## src/rtl/tmr_resync_scheduler.sv

```systemverilog
`default_nettype none
// ============================================================================
//  Module   : tmr_resync_scheduler
//  Purpose  : Recovery sequencer for a triple-redundant RISC-V core cluster.
//             When the voter reports a single-core disagreement it names the
//             faulty core, freezes all cores, copies x1..x31 from a healthy
//             donor into the faulty core, then pulses pc_rollback and lets
//             the cores go. It also runs round-robin register scrubs on
//             request. A double fault or an RF timeout parks the block in a
//             sticky FATAL state that only reset clears.
//  Ports    : clk, rst_in (sync, active-high)
//             voter_state[2:0] / voter_valid : pairwise agreement flags
//             scrub_req                      : periodic scrub strobe
//             rf_req/rf_wr_en/rf_addr/rf_rd_core/rf_wr_core/rf_wr_data,
//             rf_rd_data/rf_ack              : register-file side port
//             core_hold, pc_rollback         : core control
//             busy, fatal_err, resync_count  : status
//  Revision : 1.0 - initial release
// ============================================================================
module tmr_resync_scheduler #(
    parameter int NUM_REGS    = 32,
    parameter int HOLD_CYCLES = 2,
    parameter int TIMEOUT     = 15,
    parameter int COUNT_W     = 8
) (
    input  logic               clk,
    input  logic               rst_in,
    input  logic [2:0]         voter_state,
    input  logic               voter_valid,
    input  logic               scrub_req,
    output logic               rf_req,
    output logic               rf_wr_en,
    output logic [4:0]         rf_addr,
    output logic [1:0]         rf_rd_core,
    output logic [1:0]         rf_wr_core,
    output logic [31:0]        rf_wr_data,
    input  logic [31:0]        rf_rd_data,
    input  logic               rf_ack,
    output logic               core_hold,
    output logic               pc_rollback,
    output logic               busy,
    output logic               fatal_err,
    output logic [COUNT_W-1:0] resync_count
);

    localparam logic [2:0] c_ST_IDLE   = 3'd0;
    localparam logic [2:0] c_ST_DRAIN  = 3'd1;
    localparam logic [2:0] c_ST_READ   = 3'd2;
    localparam logic [2:0] c_ST_WRITE  = 3'd3;
    localparam logic [2:0] c_ST_RESUME = 3'd4;
    localparam logic [2:0] c_ST_FATAL  = 3'd5;

    localparam logic [1:0] c_CORE_A = 2'd0;
    localparam logic [1:0] c_CORE_B = 2'd1;
    localparam logic [1:0] c_CORE_C = 2'd2;

    localparam logic c_MODE_SCRUB = 1'b0;
    localparam logic c_MODE_FAULT = 1'b1;

    localparam logic [3:0] c_HOLD_LAST = 4'(HOLD_CYCLES - 1);
    localparam logic [3:0] c_WAIT_LAST = 4'(TIMEOUT - 1);
    localparam logic [4:0] c_LAST_ADDR = 5'(NUM_REGS - 1);
    localparam logic [COUNT_W-1:0] c_COUNT_MAX = {COUNT_W{1'b1}};

    logic [2:0]         r_state;
    logic [3:0]         r_wait;
    logic [1:0]         r_target;
    logic [1:0]         r_donor;
    logic               r_mode;
    logic [1:0]         r_scrub_ptr;
    logic               r_rf_req;
    logic               r_rf_wr_en;
    logic [4:0]         r_rf_addr;
    logic [1:0]         r_rf_rd_core;
    logic [1:0]         r_rf_wr_core;
    logic [31:0]        r_rf_wr_data;
    logic               r_core_hold;
    logic               r_pc_rollback;
    logic               r_fatal_err;
    logic [COUNT_W-1:0] r_resync_count;

    logic       w_fault_seen;
    logic       w_fault_ok;
    logic [1:0] w_fault_target;
    logic [1:0] w_fault_donor;
    logic [1:0] w_scrub_next;

    // Single-disagreement patterns name the odd core out; any other
    // non-111 pattern means two cores disagree (or the flags are
    // inconsistent) and cannot be repaired.
    always_comb begin
        w_fault_ok     = 1'b1;
        w_fault_target = c_CORE_A;
        w_fault_donor  = c_CORE_A;
        case (voter_state)
            3'b100: begin
                w_fault_target = c_CORE_C;
                w_fault_donor  = c_CORE_A;
            end
            3'b010: begin
                w_fault_target = c_CORE_A;
                w_fault_donor  = c_CORE_B;
            end
            3'b001: begin
                w_fault_target = c_CORE_B;
                w_fault_donor  = c_CORE_A;
            end
            default: w_fault_ok = 1'b0;
        endcase
    end

    assign w_fault_seen = voter_valid && (voter_state != 3'b111);
    // Donor for a scrub and the next rotation pointer are the same core.
    assign w_scrub_next = (r_scrub_ptr == c_CORE_C) ? c_CORE_A : (r_scrub_ptr + 2'd1);

    always_ff @(posedge clk) begin
        if (rst_in) begin
            r_state        <= c_ST_IDLE;
            r_wait         <= 4'd0;
            r_target       <= c_CORE_A;
            r_donor        <= c_CORE_A;
            r_mode         <= c_MODE_SCRUB;
            r_scrub_ptr    <= c_CORE_A;
            r_rf_req       <= 1'b0;
            r_rf_wr_en     <= 1'b0;
            r_rf_addr      <= 5'd0;
            r_rf_rd_core   <= c_CORE_A;
            r_rf_wr_core   <= c_CORE_A;
            r_rf_wr_data   <= 32'd0;
            r_core_hold    <= 1'b0;
            r_pc_rollback  <= 1'b0;
            r_fatal_err    <= 1'b0;
            r_resync_count <= '0;
        end else begin
            case (r_state)
                c_ST_IDLE: begin
                    r_wait <= 4'd0;
                    if (w_fault_seen) begin
                        r_core_hold <= 1'b1;
                        if (w_fault_ok) begin
                            r_target <= w_fault_target;
                            r_donor  <= w_fault_donor;
                            r_mode   <= c_MODE_FAULT;
                            r_state  <= c_ST_DRAIN;
                        end else begin
                            r_fatal_err <= 1'b1;
                            r_state     <= c_ST_FATAL;
                        end
                    end else if (scrub_req) begin
                        r_target    <= r_scrub_ptr;
                        r_donor     <= w_scrub_next;
                        r_mode      <= c_MODE_SCRUB;
                        r_scrub_ptr <= w_scrub_next;
                        r_core_hold <= 1'b1;
                        r_state     <= c_ST_DRAIN;
                    end
                end

                c_ST_DRAIN: begin
                    if (r_wait == c_HOLD_LAST) begin
                        r_wait       <= 4'd0;
                        r_rf_req     <= 1'b1;
                        r_rf_wr_en   <= 1'b0;
                        r_rf_addr    <= 5'd1;
                        r_rf_rd_core <= r_donor;
                        r_state      <= c_ST_READ;
                    end else begin
                        r_wait <= r_wait + 4'd1;
                    end
                end

                // rf_req is a one-cycle strobe on state entry; the RF answers
                // in the following cycle, which doubles as the mandatory idle
                // cycle between consecutive requests.
                c_ST_READ: begin
                    r_rf_req <= 1'b0;
                    if (rf_ack) begin
                        r_rf_wr_data <= rf_rd_data;
                        r_rf_req     <= 1'b1;
                        r_rf_wr_en   <= 1'b1;
                        r_rf_wr_core <= r_target;
                        r_wait       <= 4'd0;
                        r_state      <= c_ST_WRITE;
                    end else if (r_wait == c_WAIT_LAST) begin
                        r_rf_wr_en  <= 1'b0;
                        r_fatal_err <= 1'b1;
                        r_core_hold <= 1'b1;
                        r_state     <= c_ST_FATAL;
                    end else begin
                        r_wait <= r_wait + 4'd1;
                    end
                end

                c_ST_WRITE: begin
                    r_rf_req <= 1'b0;
                    if (rf_ack) begin
                        r_wait     <= 4'd0;
                        r_rf_wr_en <= 1'b0;
                        if (r_rf_addr == c_LAST_ADDR) begin
                            r_pc_rollback <= (r_mode == c_MODE_FAULT);
                            if ((r_mode == c_MODE_FAULT) && (r_resync_count != c_COUNT_MAX)) begin
                                r_resync_count <= r_resync_count + COUNT_W'(1);
                            end
                            r_state <= c_ST_RESUME;
                        end else begin
                            r_rf_req     <= 1'b1;
                            r_rf_addr    <= r_rf_addr + 5'd1;
                            r_rf_rd_core <= r_donor;
                            r_state      <= c_ST_READ;
                        end
                    end else if (r_wait == c_WAIT_LAST) begin
                        r_rf_wr_en  <= 1'b0;
                        r_fatal_err <= 1'b1;
                        r_core_hold <= 1'b1;
                        r_state     <= c_ST_FATAL;
                    end else begin
                        r_wait <= r_wait + 4'd1;
                    end
                end

                c_ST_RESUME: begin
                    r_wait        <= 4'd0;
                    r_pc_rollback <= 1'b0;
                    r_core_hold   <= 1'b0;
                    r_state       <= c_ST_IDLE;
                end

                c_ST_FATAL: begin
                    r_rf_req    <= 1'b0;
                    r_core_hold <= 1'b1;
                    r_fatal_err <= 1'b1;
                end

                default: begin
                    r_core_hold <= 1'b0;
                    r_state     <= c_ST_IDLE;
                end
            endcase
        end
    end

    assign rf_req       = r_rf_req;
    assign rf_wr_en     = r_rf_wr_en;
    assign rf_addr      = r_rf_addr;
    assign rf_rd_core   = r_rf_rd_core;
    assign rf_wr_core   = r_rf_wr_core;
    assign rf_wr_data   = r_rf_wr_data;
    assign core_hold    = r_core_hold;
    assign pc_rollback  = r_pc_rollback;
    assign busy         = (r_state != c_ST_IDLE);
    assign fatal_err    = r_fatal_err;
    assign resync_count = r_resync_count;

endmodule
`default_nettype wire

```

## config.mk

```make
export PLATFORM = sky130hd
export DESIGN_NAME = tmr_resync_scheduler
export DESIGN_NICKNAME = d
export VERILOG_FILES = /design/src/rtl/tmr_resync_scheduler.sv
export SDC_FILE = /design/constraint.sdc
export NUM_CORES = 1
export LEC_CHECK = 0
export ABC_AREA = 1
export CAP_MARGIN = 20
export CORE_MARGIN = 5
export CORE_UTILIZATION = 46
export CTS_CLUSTER_SIZE = 20
export DETAILED_ROUTE_END_ITERATION = 12
export GPL_TIMING_DRIVEN = 0
export PLACE_DENSITY_LB_ADDON = 0.15
export SLEW_MARGIN = 10
export SYNTH_ARGS = -nofsm -noshare
export SYNTH_HDL_FRONTEND = slang
export SYNTH_SLANG_ARGS = --single-unit
```

## constraint.sdc

```tcl
create_clock -name clk -period 1.9 [get_ports clk]
set_clock_uncertainty 0.1 [all_clocks]
set_input_delay 0.285 -clock clk [delete_from_list [all_inputs] [get_ports clk]]
set_output_delay 0.285 -clock clk [all_outputs]
set_load 0.01 [all_outputs]
```

* After elaboration in Yosys (flattened, before gate mapping)
Cells that the tools add are included. W data, S select, Z words.
Storage, ports and cells: flip-flop bits (word level) 68, bits of input ports 40, output and inout port bits 55, logic and storage cells 129
Operators by class: $add $sub $neg 4, equality and inequality tests 25, muxes and demuxes 55, bitwise gates (word level) 3, reductions and logical operators 26
Operators with widths (number):
- $mux W3 | 8
- $mux W1 | 21
- $mux W2 | 10
- $mux W5 | 3
- $pmux W3 S5 | 1
- $ne A2 B2 Y1 const B | 7
- $mux W4 | 3
- $pmux W4 S3 | 1
- $reduce_and A3 Y1 | 4
- $reduce_and A4 Y1 | 3
- $reduce_bool A3 Y1 | 4
- $pmux W5 S2 | 1
- $eq A3 B2 Y1 const B | 3
- $eq A3 B3 Y1 const B | 3
- $ne A3 B3 Y1 const B | 3
- $add A8 B1 Y8 const B | 1
- $ne A8 B8 Y1 const B | 1
- $pmux W1 S4 | 2
- $pmux W2 S2 | 2
- $reduce_and A2 Y1 | 4
- $eq A3 B1 Y1 const B | 2
- $pmux W1 S3 | 2
- $reduce_bool A2 Y1 | 3
- $add A5 B1 Y5 const B | 1
- 15 further kinds | 20

* Logic depth before layout (Yosys ltp)
Gate-level depths: netlist of run 1.
depth after elaboration 6, mapped depth 11, depth with buffers taken out 11

* Least setup slack after synthesis of run 1
Ideal clock, no wire load.
path type reg-to-reg, start point register r_rf_addr[0] (netlist: rf_addr[0]), end point register r_resync_count[0] (netlist: resync_count[0]), setup time 0.113 ns, arrival 1.506 ns, data required time 1.687 ns, setup slack 0.181 ns, stages on the path, launching flop included 11, path buffers 0, clock period less this slack 1.719 ns, cell sequence dfxtp_1 ha_1 and3_1 ha_1 nand3_1 nor2_4 nand2_2 clkinv_2 nand2_1 nand2_1 nor2_1
On the way: cells in the longest elaborated chain, start to end 2
RTL lines:
- start: declaration | RTL line 73 | logic [4:0] r_rf_addr;
- start signal: assignment | RTL line 207 | r_rf_addr <= r_rf_addr + 5'd1;
- $eq A5 B5 Y1 | RTL line 199 | if (r_rf_addr == c_LAST_ADDR) begin
- $reduce_and A4 Y1 (no source line)
- end signal: assignment | RTL line 202 | r_resync_count <= r_resync_count + COUNT_W'(1);
- end: declaration | RTL line 80 | logic [COUNT_W-1:0] r_resync_count;
Every way passes these cells. A chain may end at the register's enable or synchronous reset.

* Worst setup path after layout of run 1
start point register r_rf_addr[0] (netlist: rf_addr[0]), end point register r_rf_addr[0] (netlist: rf_addr[0])
On the way: cells in the longest elaborated chain, start to end 4, elaborated cells on any way between the ends 7, classes of those cells add/sub (1); eq/ne (2); mux (3); reduce/logical (1)
RTL lines:
- $add A5 B1 Y5 | RTL line 207
- $mux W5 | RTL line 199
- $mux W5 | RTL line 196 | if (rf_ack) begin
- $pmux W5 S2 | RTL line 135 | case (r_state)
Parallel ways exist; a longest one is shown, timed or not. The select of a mux whose other input is x is not followed.

==> results of run 1 <==
## area by class of cell
type	instances	area, µm²
clock inverters	3	20.0
clock buffers	13	169
flip-flops and latches	68	1370
multi-input cells	306	1450
well taps	77	96.3
plain buffers	13	65.1
inverters	39	149
fillers	570	2090
repair buffers	94	940
## cell usage in the layout, fill, tap and decap left out, types with 5 or more instances in the layout
master / count
sky130_fd_sc_hd__nor3_1: 6
sky130_fd_sc_hd__dfxtp_1: 63
sky130_fd_sc_hd__clkdlybuf4s50_1: 93
sky130_fd_sc_hd__clkbuf_8: 12
sky130_fd_sc_hd__nor2_1: 104
sky130_fd_sc_hd__dfxtp_2: 5
sky130_fd_sc_hd__clkbuf_1: 7
sky130_fd_sc_hd__inv_1: 34
sky130_fd_sc_hd__o21ai_0: 49
sky130_fd_sc_hd__a21oi_1: 24
sky130_fd_sc_hd__ha_1: 6
sky130_fd_sc_hd__xor2_1: 5
sky130_fd_sc_hd__nand3_1: 19
sky130_fd_sc_hd__nand2_1: 73
## cells by family after synthesis
family                   after synthesis
flip-flops                            68
AO/OA/AOI/OAI                         77
buffers and inverters                 52
adder cells (fa/ha/maj)                6
XOR/XNOR                               6
AND/OR/NAND/NOR                      217
## metrics by stage
stage / cell area, µm² / util / instances / power, µW
floorplan: 3000 / - / 426 / 2790
global placement: 4040 / 0.636 / 597 / 3420
detailed placement: 4040 / 0.636 / 597 / 3450
CTS: 4240 / 0.668 / 613 / 4600
global route: 4260 / 0.671 / 613 / 4900
finish: 4260 / 0.671 / 613 / 4580
## worst min-delay path, stage by stage (launching register included)
cell	delay, ps
sky130_fd_sc_hd__dfxtp_1	310
sky130_fd_sc_hd__inv_1	50
sky130_fd_sc_hd__a21oi_1	50
## layer usage
metal	vias to the layer above	wire [µm]
met5	-	0
met4	0	138
met3	15	503
met2	108	3550
met1	1348	3810
li1	1571	-
## report_power, final
group          total, µW  switching [µW]  internal, µW  leakage (µW)
Combinational       1640             915           730       0.00107
Clock               1110             532           580     0.0000917
Sequential          1830             159          1670      0.000554
## sequential cells by signal, indices dropped and copies added, names as in the netlist
| register | flops |
|---|---|
| r_target | 2 |
| r_donor | 2 |
| r_mode | 1 |
| r_scrub_ptr | 2 |
| rf_wr_core | 2 |
| rf_addr | 5 |
| resync_count | 8 |
| r_wait | 4 |
| rf_rd_core | 2 |
| rf_wr_data | 32 |
| core_hold | 1 |
| rf_req | 1 |
| fatal_err | 1 |
| rf_wr_en | 1 |
| r_state | 3 |
| pc_rollback | 1 |
## worst paths after layout
path / startpoint / end / slack, ps / cells after the start
setup / recovery: rf_addr[0]$_SDFFE_PP0P_ / rf_addr[0]$_SDFFE_PP0P_ / 110 / 10
hold / removal: fatal_err$_SDFFE_PP0P_ / fatal_err$_SDFFE_PP0P_ / 350 / 2
setup reg to reg: rf_addr[0]$_SDFFE_PP0P_ / rf_addr[0]$_SDFFE_PP0P_ / 110 / 10
hold reg to reg: fatal_err$_SDFFE_PP0P_ / fatal_err$_SDFFE_PP0P_ / 350 / 2
## timing repair
| action | 4_1_cts | 5_1_grt |
|---|---|---|
| resized for setup | 7 | 7 |
| hold endpoints to repair | 0 | 0 |
| pin swaps | 0 | 1 |
| hold buffers | 0 | 0 |
| endpoints found under the setup margin | 1 | 17 |
==> qor.yml, run 1 <==
design.portCount: 95
slowest_stage: "sky130_fd_sc_hd__dfxtp_2"
postSynthAreaPerCell_um2: 7.05
cp_top_family: "simple AND/OR/NAND/NOR gates"
path_clk_slew_ps: 70
design.final.nets: 577
cts_inserted_buffers: 9
floorplan.rows: 29
critical_path.endpoint_type: "register"
maxSlewViolCount: 0
maximum_number_of_pins_on_one_net_before_global_route_repair: 12
crit_path_frequent_cell: "sky130_fd_sc_hd__nand2_1"
critical_path_class: "reg2reg"
post-synth-top-count-cell: "sky130_fd_sc_hd__nor2_1"
vias_in_the_first_global_route: 2776
postSynth.topFlopCell: "sky130_fd_sc_hd__dfxtp_1"
synth_async_sr_flop_share: 0
syn2layout_area_growth_pct: 41.9
yosys.area.top_type_share: 0.454
dp_worst_setup_slack_ps: -233
grtUsageMet2: 0.305
wire_length_of_the_first_global_routing_pass_mm: 13.3
place.port_buffers: 94
setup_tns_ps: 0
netlist-cell-type-count: 29
timing.fmax_ghz: 0.559
finalHoldWorstSlack_ps: 349
globalRouteTotalUtil: 0.194
die_area_um2: 8240
static_leakage_uw: 0.00171
initialDrtViolationCount: 147
initial_utilization: 0.473
dieWidth_um: 90.8
category_of_the_worst_setup_path_launch_point: "register"
cp_num_buf_inv: 2
post_synth_inst_count: 426
antenna_found_initial: 0
grt_busiest_layer: "met2"
gpl.final_weighted_congestion: 0.860
yosys.area.top_type: "sky130_fd_sc_hd__dfxtp_1"
vdd_drop_max_mv: 0.756
drtAntennaViolNets: 0
final_min_period_over_clock_period: 0.942
fp.dieH_um: 90.8
cts.path.max_buffers: 2
clock_insertion_delay_worst_skew_ps: 330
timing.critical_path.fanout_max: 8
finalHoldViolations: 0
setup-violations-final: 0
post_synth_xor_area_fraction: 0.0175
dp.final_hpwl_mm: 5.80
compound_cell_area_share_of_the_yosys_netlist: 0.131
globalRouteOverflowTotal: 0
synthMuxAreaShare: 0
synth.net_count: 472
period_needed_ps: 1790
max-cap-violations: 0
global_route.usage.met3: 0.0400
worstPathRequired_ps: 2060
timing.hold.worst.class: "reg2reg"
cts_post_setup_buffers_inserted: 0
cts_tree: "done"
netlist_area_um2: 3000
drt-wirelength-per-cell_um: 13.1
critical_path.cell_chain: "ha_1 -> and3_1 -> ha_1 -> inv_1 -> nand2_1 -> nand2_1 -> nand3_4 -> inv_2 -> nand2_1 -> a21oi_1"
route.vias.total: 3042
clock-root-buffer: "sky130_fd_sc_hd__clkbuf_8"
coreArea_um2: 6350
synth_area_leaders: "sky130_fd_sc_hd__dfxtp_1 45%, sky130_fd_sc_hd__nor2_1 13%, sky130_fd_sc_hd__nand2_1 9.3%"
finalWirelength_mm: 8.00
detailedRoute.firstPassIterationCount: 4
synthSimpleGateAreaFrac: 0.303
adder_cell_share_of_the_synthesized_area: 0.0250
cts_h_tree_depth: 3
worst_pin_slew_ps: 515
grt_setup_unrepaired: "yes"
globalRouteMet1Util: 0.262
power_per_cell_area_nw_per_um2: 1080
drive_gt1_frac: 0.0802
synth_common_cells: "105 x sky130_fd_sc_hd__nor2_1, 74 x sky130_fd_sc_hd__nand2_1, 68 x sky130_fd_sc_hd__dfxtp_1"
count_of_state_elements_after_synthesis: 68
result_of_the_run: "finished, final reports clean"
cpPeakStageDelay_ps: 350
drcViolationCount: 0
worst_slack_ps: 110
antenna_cells_inserted: 0
synth_edf_count: 0
clock_sinks: 68
synth.yosys.seq_area_share: 0.454
route.detailed.vias_per_inst: 4.96
largest_family_of_logic_cells_by_synthesized_area: "simple AND/OR/NAND/NOR gates"
slew_hr: 0.657
timing.critical_path.arrival_ps: 1950
yosys_warnings: 0
Note: power is estimated with default switching activity, not from simulation.
==> run 2: changes to the inputs <==
Settings changed: GPL_ROUTABILITY_DRIVEN set to 0.
==> run 2 against run 1 <==
Hold slack got worse by 1.3 ps. Power increased by 1.9%. Combinational power about the same. Fmax is 2.4% lower. Sequential power is essentially flat. Sequential cell count unchanged. Die area unchanged. Cell area is 0.12% higher. Critical path depth stayed put. Count of clock-buffer cells in the layout decreased by 2. Via count is 0.56% lower. First-iteration DRC count grew 0.68%.
==> qor.yml, run 2 (synthesized netlist as in run 1, its figures left out) <==
cp_top_family: "simple AND/OR/NAND/NOR gates"
layoutNonFillerInstCount: 612
finalWirelength_mm: 8.04
fp.dieH_um: 90.8
design_area_um2: 4260
design_power_total_uw: 4670
r2r_setup_slack_ps: 60
timing.hold.worst.class: "reg2reg"
result_of_the_run: "finished, final reports clean"
maxSlewViolCount: 0
design.portCount: 95
worst_slack_ps: 65.0
dp.final_hpwl_mm: 5.79
vdd_drop_max_mv: 0.736
crit_path_frequent_cell: "sky130_fd_sc_hd__nand2_1"
initialDrtViolationCount: 148
drcViolationCount: 0
antenna_cells_inserted: 0
cts_tree: "done"
period_needed_ps: 1840
place.port_buffers: 94
worst_pin_slew_ps: 524
maximum_number_of_pins_on_one_net_before_global_route_repair: 12
critical_path_class: "reg2reg"
coreArea_um2: 6350
drtAntennaViolNets: 0
worstPathRequired_ps: 2060
globalRouteOverflowTotal: 0
layout.filler_cells: 560
power_per_cell_area_nw_per_um2: 1100
drive_gt1_frac: 0.0766
syn2layout_area_growth_pct: 42.0
cts.path.max_buffers: 2
dieWidth_um: 90.8
timing.fmax_ghz: 0.545
largest_reg_flops: 32
category_of_the_worst_setup_path_launch_point: "register"
clock-root-buffer: "sky130_fd_sc_hd__clkbuf_8"
final_common_cell: "sky130_fd_sc_hd__nor2_1"
critical_path.endpoint_type: "register"
vias_in_the_first_global_route: 2683
slowest_stage: "sky130_fd_sc_hd__dfxtp_2"
detailedRoute.firstPassIterationCount: 5
route.vias.total: 3025
clock_sinks: 68
path_clk_slew_ps: 70
final_min_period_over_clock_period: 0.966
cts.hold.buffers_added: 0
seqCellArea_um2: 1370
placement.cell_area_um2: 4040
clock_insertion_delay_worst_skew_ps: 340
cp_num_buf_inv: 2
place_inst: 597
layout_common_cells: "104 x sky130_fd_sc_hd__nor2_1, 93 x sky130_fd_sc_hd__clkdlybuf4s50_1, 74 x sky130_fd_sc_hd__nand2_1"
wire_length_of_the_first_global_routing_pass_mm: 12.9
globalRouteTotalUtil: 0.189
slew_hr: 0.651
cts_h_tree_depth: 3
timing.critical_path.fanout_max: 8
critical_path.cell_chain: "ha_1 -> and3_1 -> ha_1 -> inv_1 -> nand2_1 -> nand2_1 -> nand3_4 -> inv_4 -> nand2_1 -> a21oi_1"
die_area_um2: 8240
design.final.nets: 577
finalHoldViolations: 0
static_leakage_uw: 0.00172
cpPeakStageDelay_ps: 340
floorplan.rows: 29
dp_worst_setup_slack_ps: -244
initial_utilization: 0.473
setup-violations-final: 0
timing.critical_path.arrival_ps: 2000
drt-wirelength-per-cell_um: 13.1
antenna_found_initial: 0
multi_input_area_um2: 1440
route.detailed.vias_per_inst: 4.94
cts_inserted_buffers: 9
max-cap-violations: 0
==> run 2: changes by cell type in the layout (fill, tap and decap cells not counted), sizes merged <==
cell and change:
clkbuf -2, clkinv +2, clkinvlp -2, bufinv +1
==> run 2: final timing paths <==
kind,start,to,depth (start not counted)
max reg2reg,rf_addr[0]$_SDFFE_PP0P_,rf_addr[0]$_SDFFE_PP0P_,10
min,fatal_err$_SDFFE_PP0P_,fatal_err$_SDFFE_PP0P_,2
min reg2reg,fatal_err$_SDFFE_PP0P_,fatal_err$_SDFFE_PP0P_,2
max,rf_addr[0]$_SDFFE_PP0P_,rf_addr[0]$_SDFFE_PP0P_,10
==> run 2: cell type report <==
| type | instances | share of cell area |
|---|---|---|
| inverter | 39 | 0.0355 |
| multi-input combinational | 306 | 0.339 |
| clock inverter | 4 | 0.0114 |
| clock buffer | 11 | 0.0355 |
| sequential | 68 | 0.321 |
| tap | 77 | 0.0226 |
| timing repair buffer | 94 | 0.220 |
| buffer | 13 | 0.0153 |
==> run 2: report_power, final <==
part	switching [µW]	leakage (µW)	internal, µW
Clock	551	0.000105	669
Combinational	909	0.00106	725
Sequential	150	0.000554	1660
Total	1610	0.00172	3060
==> run 2: what timing repair did <==
item                                   in CTS  in global routing
setup endpoints to repair                   1                 14
setup buffers                               0                  0
pin swaps                                   0                  1
endpoints found under the hold margin       0                  0
gates resized for setup                     4                  9
==> run 2: worst reg2reg max path, stage by stage (launching register included) <==
cell,delay (ps)
sky130_fd_sc_hd__dfxtp_2,340
sky130_fd_sc_hd__ha_1,220
sky130_fd_sc_hd__and3_1,190
sky130_fd_sc_hd__ha_1,210
sky130_fd_sc_hd__inv_1,80
sky130_fd_sc_hd__nand2_1,90
sky130_fd_sc_hd__nand2_1,120
sky130_fd_sc_hd__nand3_4,140
sky130_fd_sc_hd__inv_4,110
sky130_fd_sc_hd__nand2_1,50
sky130_fd_sc_hd__a21oi_1,110
==> run 2: metrics by stage <==
| stage | util | hold WS (ps) | setup TNS, ps |
|---|---|---|---|
| 2_1_floorplan | - | 330 | 0 |
| 3_3_place_gp | 0.636 | 339 | -2010 |
| 3_5_place_dp | 0.636 | 341 | -2780 |
| 4_1_cts | 0.668 | 352 | 0 |
| 5_1_grt | 0.671 | 369 | -143 |
| 6_report | 0.671 | 348 | 0 |
==> run 2: per-layer routing <==
metal | wire, µm | global-route usage | vias to the layer above
met4 | 139 | 0.0758 | 0
met3 | 557 | 0.0375 | 12
met5 | 0 | 0 | -
met2 | 3660 | 0.299 | 116
li1 | - | - | 1566
met1 | 3680 | 0.253 | 1331
==> patch 1, RTL diff (config.mk and constraints of run 1) <==
Set the parameter `COUNT_W` to 6 (it was 8).
--- a/src/rtl/tmr_resync_scheduler.sv
+++ b/src/rtl/tmr_resync_scheduler.sv
@@ -23,3 +23,3 @@
     parameter int TIMEOUT     = 15,
-    parameter int COUNT_W     = 8
+    parameter int COUNT_W     = 6
 ) (
Interface: changed (resized resync_count); port bits go from 95 to 93. The function was not compared with the original's and may differ.
==> patch 1 against run 1 <==
- worst setup slack better by 0.020 ns
- sequential cell count down 2
- hold slack worse by 0.18 ns
- first-iteration DRC count down 8.8%
- cell area down 1.6%
- sequential share of layout area down 0.31 points
- global-route usage down 0.37 points
- synthesized area down 2.3%
- count of clock-buffer cells in the layout down 2
- routed wire length down 5.6%
- power up 5.6%
- critical endpoint is now resync_count[2]
- highest routed layer unchanged
==> patch 1: results (changes against run 1) <==
Route
  • DRT iter0 DRCs: 134 (-8.8%)
  • Routed vias: 2899 (-4.7%)
  • WL final: 7550 µm (-5.6%)

Global route
  • First-pass GRT wire length: 12700 µm (-4.3%)
  • Vias in the first global route: 2719 (-2.1%)

Final layout
  • Fraction of layout cells with a size suffix above 1: 10.4% (+2.4 points)
  • FILL cells: 561 (-1.6%)
  • Fin area: 4190 µm² (-1.6%)

Synthesis
  • Synth Area in Compound Gates: 13.1% (about the same)
  • Dominant cells by area after synthesis: dfxtp_1 (45%), nor2_1 (13%), nand2_1 (7.9%)
  • Most frequent cells after synthesis: nor2_1 (101), dfxtp_1 (66), nand2_1 (62)
  • Syn nets: 458 (-3.0%)
  • Post-synthesis xor/xnor area fraction: 1.49% (-0.26 points)
  • Adder-Cell Fraction of Synth Area: 2.56% (+0.058 points)

Placement
  • Placer congestion estimate: 0.897 (+4.3%)
  • Detailed placement HPWL: 5600 µm (-3.4%)
  • # port buffers: 91 (-3.2%)
  • Placed cell area: 3940 µm² (-2.4%)

Critical path
  • R2R depth: 8 (-2)

Power and ir drop
  • Static Leak: 1.67 nW (-2.2%)
  • Sw Share: 34.2% (-0.86 points)
  • VDD IR max: 0.000726 V (-4.1%)
  • Comb pwr: 1.69 mW (+3%)

Status
  • Status: complete, no violations

Worst hold path
  • Min-delay worst type: primary input to register
  • Hold wc startpoint: rst_in
patch 1: changes by cell type after synthesis, sizes merged, moves of 2 or more:
cell,delta
clkbuf,-4
nand3,+4
dfxtp,-2
xor2,-2
a31oi,-2
nand2,-7
nor3,-4
buf,+4
patch 1: cell families after synthesis:
logic type                 after synthesis
AOI/OAI and AO/OA                       75
buffers and inverters                   51
adders and majority gates                6
and+or+nand+nor                        209
DFF                                     66
xor gates and xnor gates                 5
patch 1: repair_timing:
item	CTS	global route
setup endpoints to repair	5	12
pin swaps	0	0
resized for setup	4	8
patch 1: critical path, stage by stage, from the launching register on:
cell and delay, ns:
dfxtp_2 0.37, ha_1 0.19, and3_1 0.17, ha_2 0.19
nand3_2 0.11, nor2_4 0.15, nand3_4 0.13, o21ai_0 0.19
nor2_1 0.06
patch 1: per-layer routing:
layer | up-vias | global-route usage, % | wire, µm
met3 | 11 | 5.43 | 406
met4 | 0 | 8.19 | 155
li1 | 1517 | - | -
met5 | - | 0 | 0
met2 | 67 | 30.7 | 3510
met1 | 1304 | 23.7 | 3480
patch 1: area by class of cell:
type                            count  area (µm²)  share of cell area (%)
Sequential cell                    66        1330                    31.8
Buffer                             13        65.1                    1.55
Inverter                           38         145                    3.46
Multi-Input combinational cell    295        1420                    33.8
Clock inverter                      5        77.6                    1.85
Clock buffer                       11         141                    3.38
Timing Repair Buffer               91         913                    21.8
Tap cell                           77        96.3                    2.30
patch 1: metrics by stage:
step | std cells | hold slack, ns | total power [mW]
5_1_grt | 596 | 0.200 | 5.18
3_3_place_gp | 580 | 0.337 | 3.50
2_1_floorplan | 412 | 0.329 | 2.85
6_report | 596 | 0.171 | 4.84
3_5_place_dp | 580 | 0.343 | 3.54
4_1_cts | 596 | 0.171 | 4.87
==> patch 2, RTL diff (flow settings as in run 1) <==
Without the edit above. Put one more register stage on the output `resync_count`, with the module's reset. The value now appears one clock later. The other outputs are not delayed to match.
--- a/src/rtl/tmr_resync_scheduler.sv
+++ b/src/rtl/tmr_resync_scheduler.sv
@@ -251,3 +251,9 @@
     assign fatal_err    = r_fatal_err;
-    assign resync_count = r_resync_count;
+    always_ff @(posedge clk) begin
+        if (rst_in) begin
+            resync_count <= '0;
+        end else begin
+            resync_count <= r_resync_count;
+        end
+    end
 
Behaviour: same outputs for any inputs over 10 cycles, from zero or initial values and one cycle with rst_in high; that may be too few to reach the edited logic, so the function may still have changed.
==> patch 2 against run 1 <==
- first-iteration DRC count decreased by 34%
- synthesized area increased by 12%
- power increased by 10%
- sequential cell count increased by 8
- cell area increased by 9.1%
- largest power group unchanged
- worst setup slack got worse by 0.043 ns
- routed wire length increased by 5.9%
- final cell count increased by 8.0%
==> patch 2: results (changes against run 1) <==
STA
  • Final period util: 96.5% (+2.3 points)
  • WHS: 0.210 ns (-0.139 ns)
  • Actual slew at the worst max-slew pin: 0.541 ns (+0.0262 ns)

Placement
  • Placed cell area: 4400 µm² (+9.0%)
  • Placer congestion estimate: 0.929 (+8.0%)
  • # port buffers: 93 (-1.1%)
  • Dpl ws: 0.00205 ns (+0.235 ns)
  • Detailed placement HPWL: 6310 µm (+8.8%)
  • Post-Place Cells: 645 (+8.0%)

Final layout
  • Fraction of layout cells with a size suffix above 1: 13.0% (+4.9 points)
  • Nets@finish: 604 (+4.7%)

Power and ir drop
  • Pint: 3.25 mW (+9.3%)
  • Clock share of power: 24.5% (+0.2 points)
  • Comb pwr: 1.82 mW (+11%)
  • Sw Share: 35.6% (+0.55 points)
  • Static Leak: 1.84 nW (+7.4%)
  • VDD IR max: 0.000504 V (-33%)

Critical path
  • Critical path's slowest cell: dfxtp_4
  • Largest stage delay, worst path: 0.37 ns (+0.02 ns)
  • Crit-path max FO: 5 (-3)
  • Worst Path Arrival: 2.00 ns (+0.05 ns)
  • R2R setup slack: 0.07 ns (-0.04 ns)

Clock network
  • H-tree depth: 3 (unchanged)
  • Root Buffer: clkbuf_8
  • Clk Latency, worst-skew pair: 0.35 ns (+0.02 ns)
  • CTS tree: yes

Global route
  • Largest net degree at the start of global routing: 15 (+3)
  • Vias in the first global route: 2957 (+6.5%)
  • Total global routing track utilization: 18.9% (-0.55 points)
  • M2 GR Usage: 31.0% (+0.45 points)
  • First-pass GRT wire length: 13400 µm (+0.83%)
  • GR Util met1: 23.7% (-2.6 points)
  • Met3 GRT Util: 5.29% (+1.3 points)

Route
  • Routed len/inst: 12.8 µm (-2.0%)
  • DRT Pass-1 Iters: 4 (unchanged)
  • WL final: 8470 µm (+5.9%)
  • DRT iter0 DRCs: 97 (-34%)
  • Routed vias: 3177 (+4.4%)

Synthesis
  • Seq/Total Area, Yosys: 45.4% (+0.089 points)
  • Most used flip-flop cell after synthesis: dfxtp_1
  • Most frequent cells after synthesis: nor2_1 (113), dfxtp_1 (76), nand2_1 (55)
  • Syn nets: 499 (+5.7%)
  • Dominant cells by area after synthesis: dfxtp_1 (45%), nor2_1 (13%), o21ai_0 (7.5%)
  • Number of distinct library cells after synthesis: 31 (+6.9%)
  • Post-synthesis instance total: 453 (+6.3%)

Status
  • Status: complete, no violations

Worst hold path
  • Min-delay worst type: primary input to register
## patch 2: changes by cell type in the layout (fill, tap and decap cells not counted), sizes merged, moves of 4 or more
cell	change
nand2	-8
o21ai	+4
buf	+6
inv	+9
dfxtp	+8
nor2	+13
clkbuf	-7
nand3	+6
## patch 2: area by class of cell
cell class,count,area [µm²]
Inverter,47,184
Tap cell,99,124
Fill cell,650,2530
Sequential cell,76,1530
Timing Repair Buffer,94,937
Multi-Input combinational cell,315,1580
Buffer,15,87.6
Clock buffer,9,124
Clock inverter,7,76.3
## patch 2: layer usage
metal  wire length [µm]  vias up
li1                   -     1658
met1               3850     1424
met2               3870       82
met3                633       13
met4                116        0
met5                  0        -
## patch 2: worst register-to-register path, delay by kind of cell, from the launching register on
family | cells | cell delay [ns]
DFF | 1 | 0.37
AOI/OAI and AO/OA | 1 | 0.13
adders and majority gates | 2 | 0.39
and+or+nand+nor | 5 | 0.65
buffers and inverters | 2 | 0.12
## patch 2: kinds of logic after synthesis
kind of cell / synth area share, %
AO/OA/AOI/OAI: 12.1
XOR/XNOR: 1.31
adder cells (fa/ha/maj): 2.24
buffers and inverters: 8.11
flip-flops: 45.4
AND/OR/NAND/NOR: 30.8
## patch 2: path summary, 6_finish.rpt
check                                 from                end  cells after the start
worst max-delay path            rf_addr[0]         rf_addr[2]                     10
worst min-delay path                rst_in  r_resync_count[3]                      2
worst max register to register  rf_addr[0]         rf_addr[2]                     10
worst min register to register   core_hold          core_hold                      2
## patch 2: repair_timing
action	in CTS	in global routing
setup buffers	1	0
pin swaps	1	3
setup endpoints to repair	9	17
resized for setup	3	15
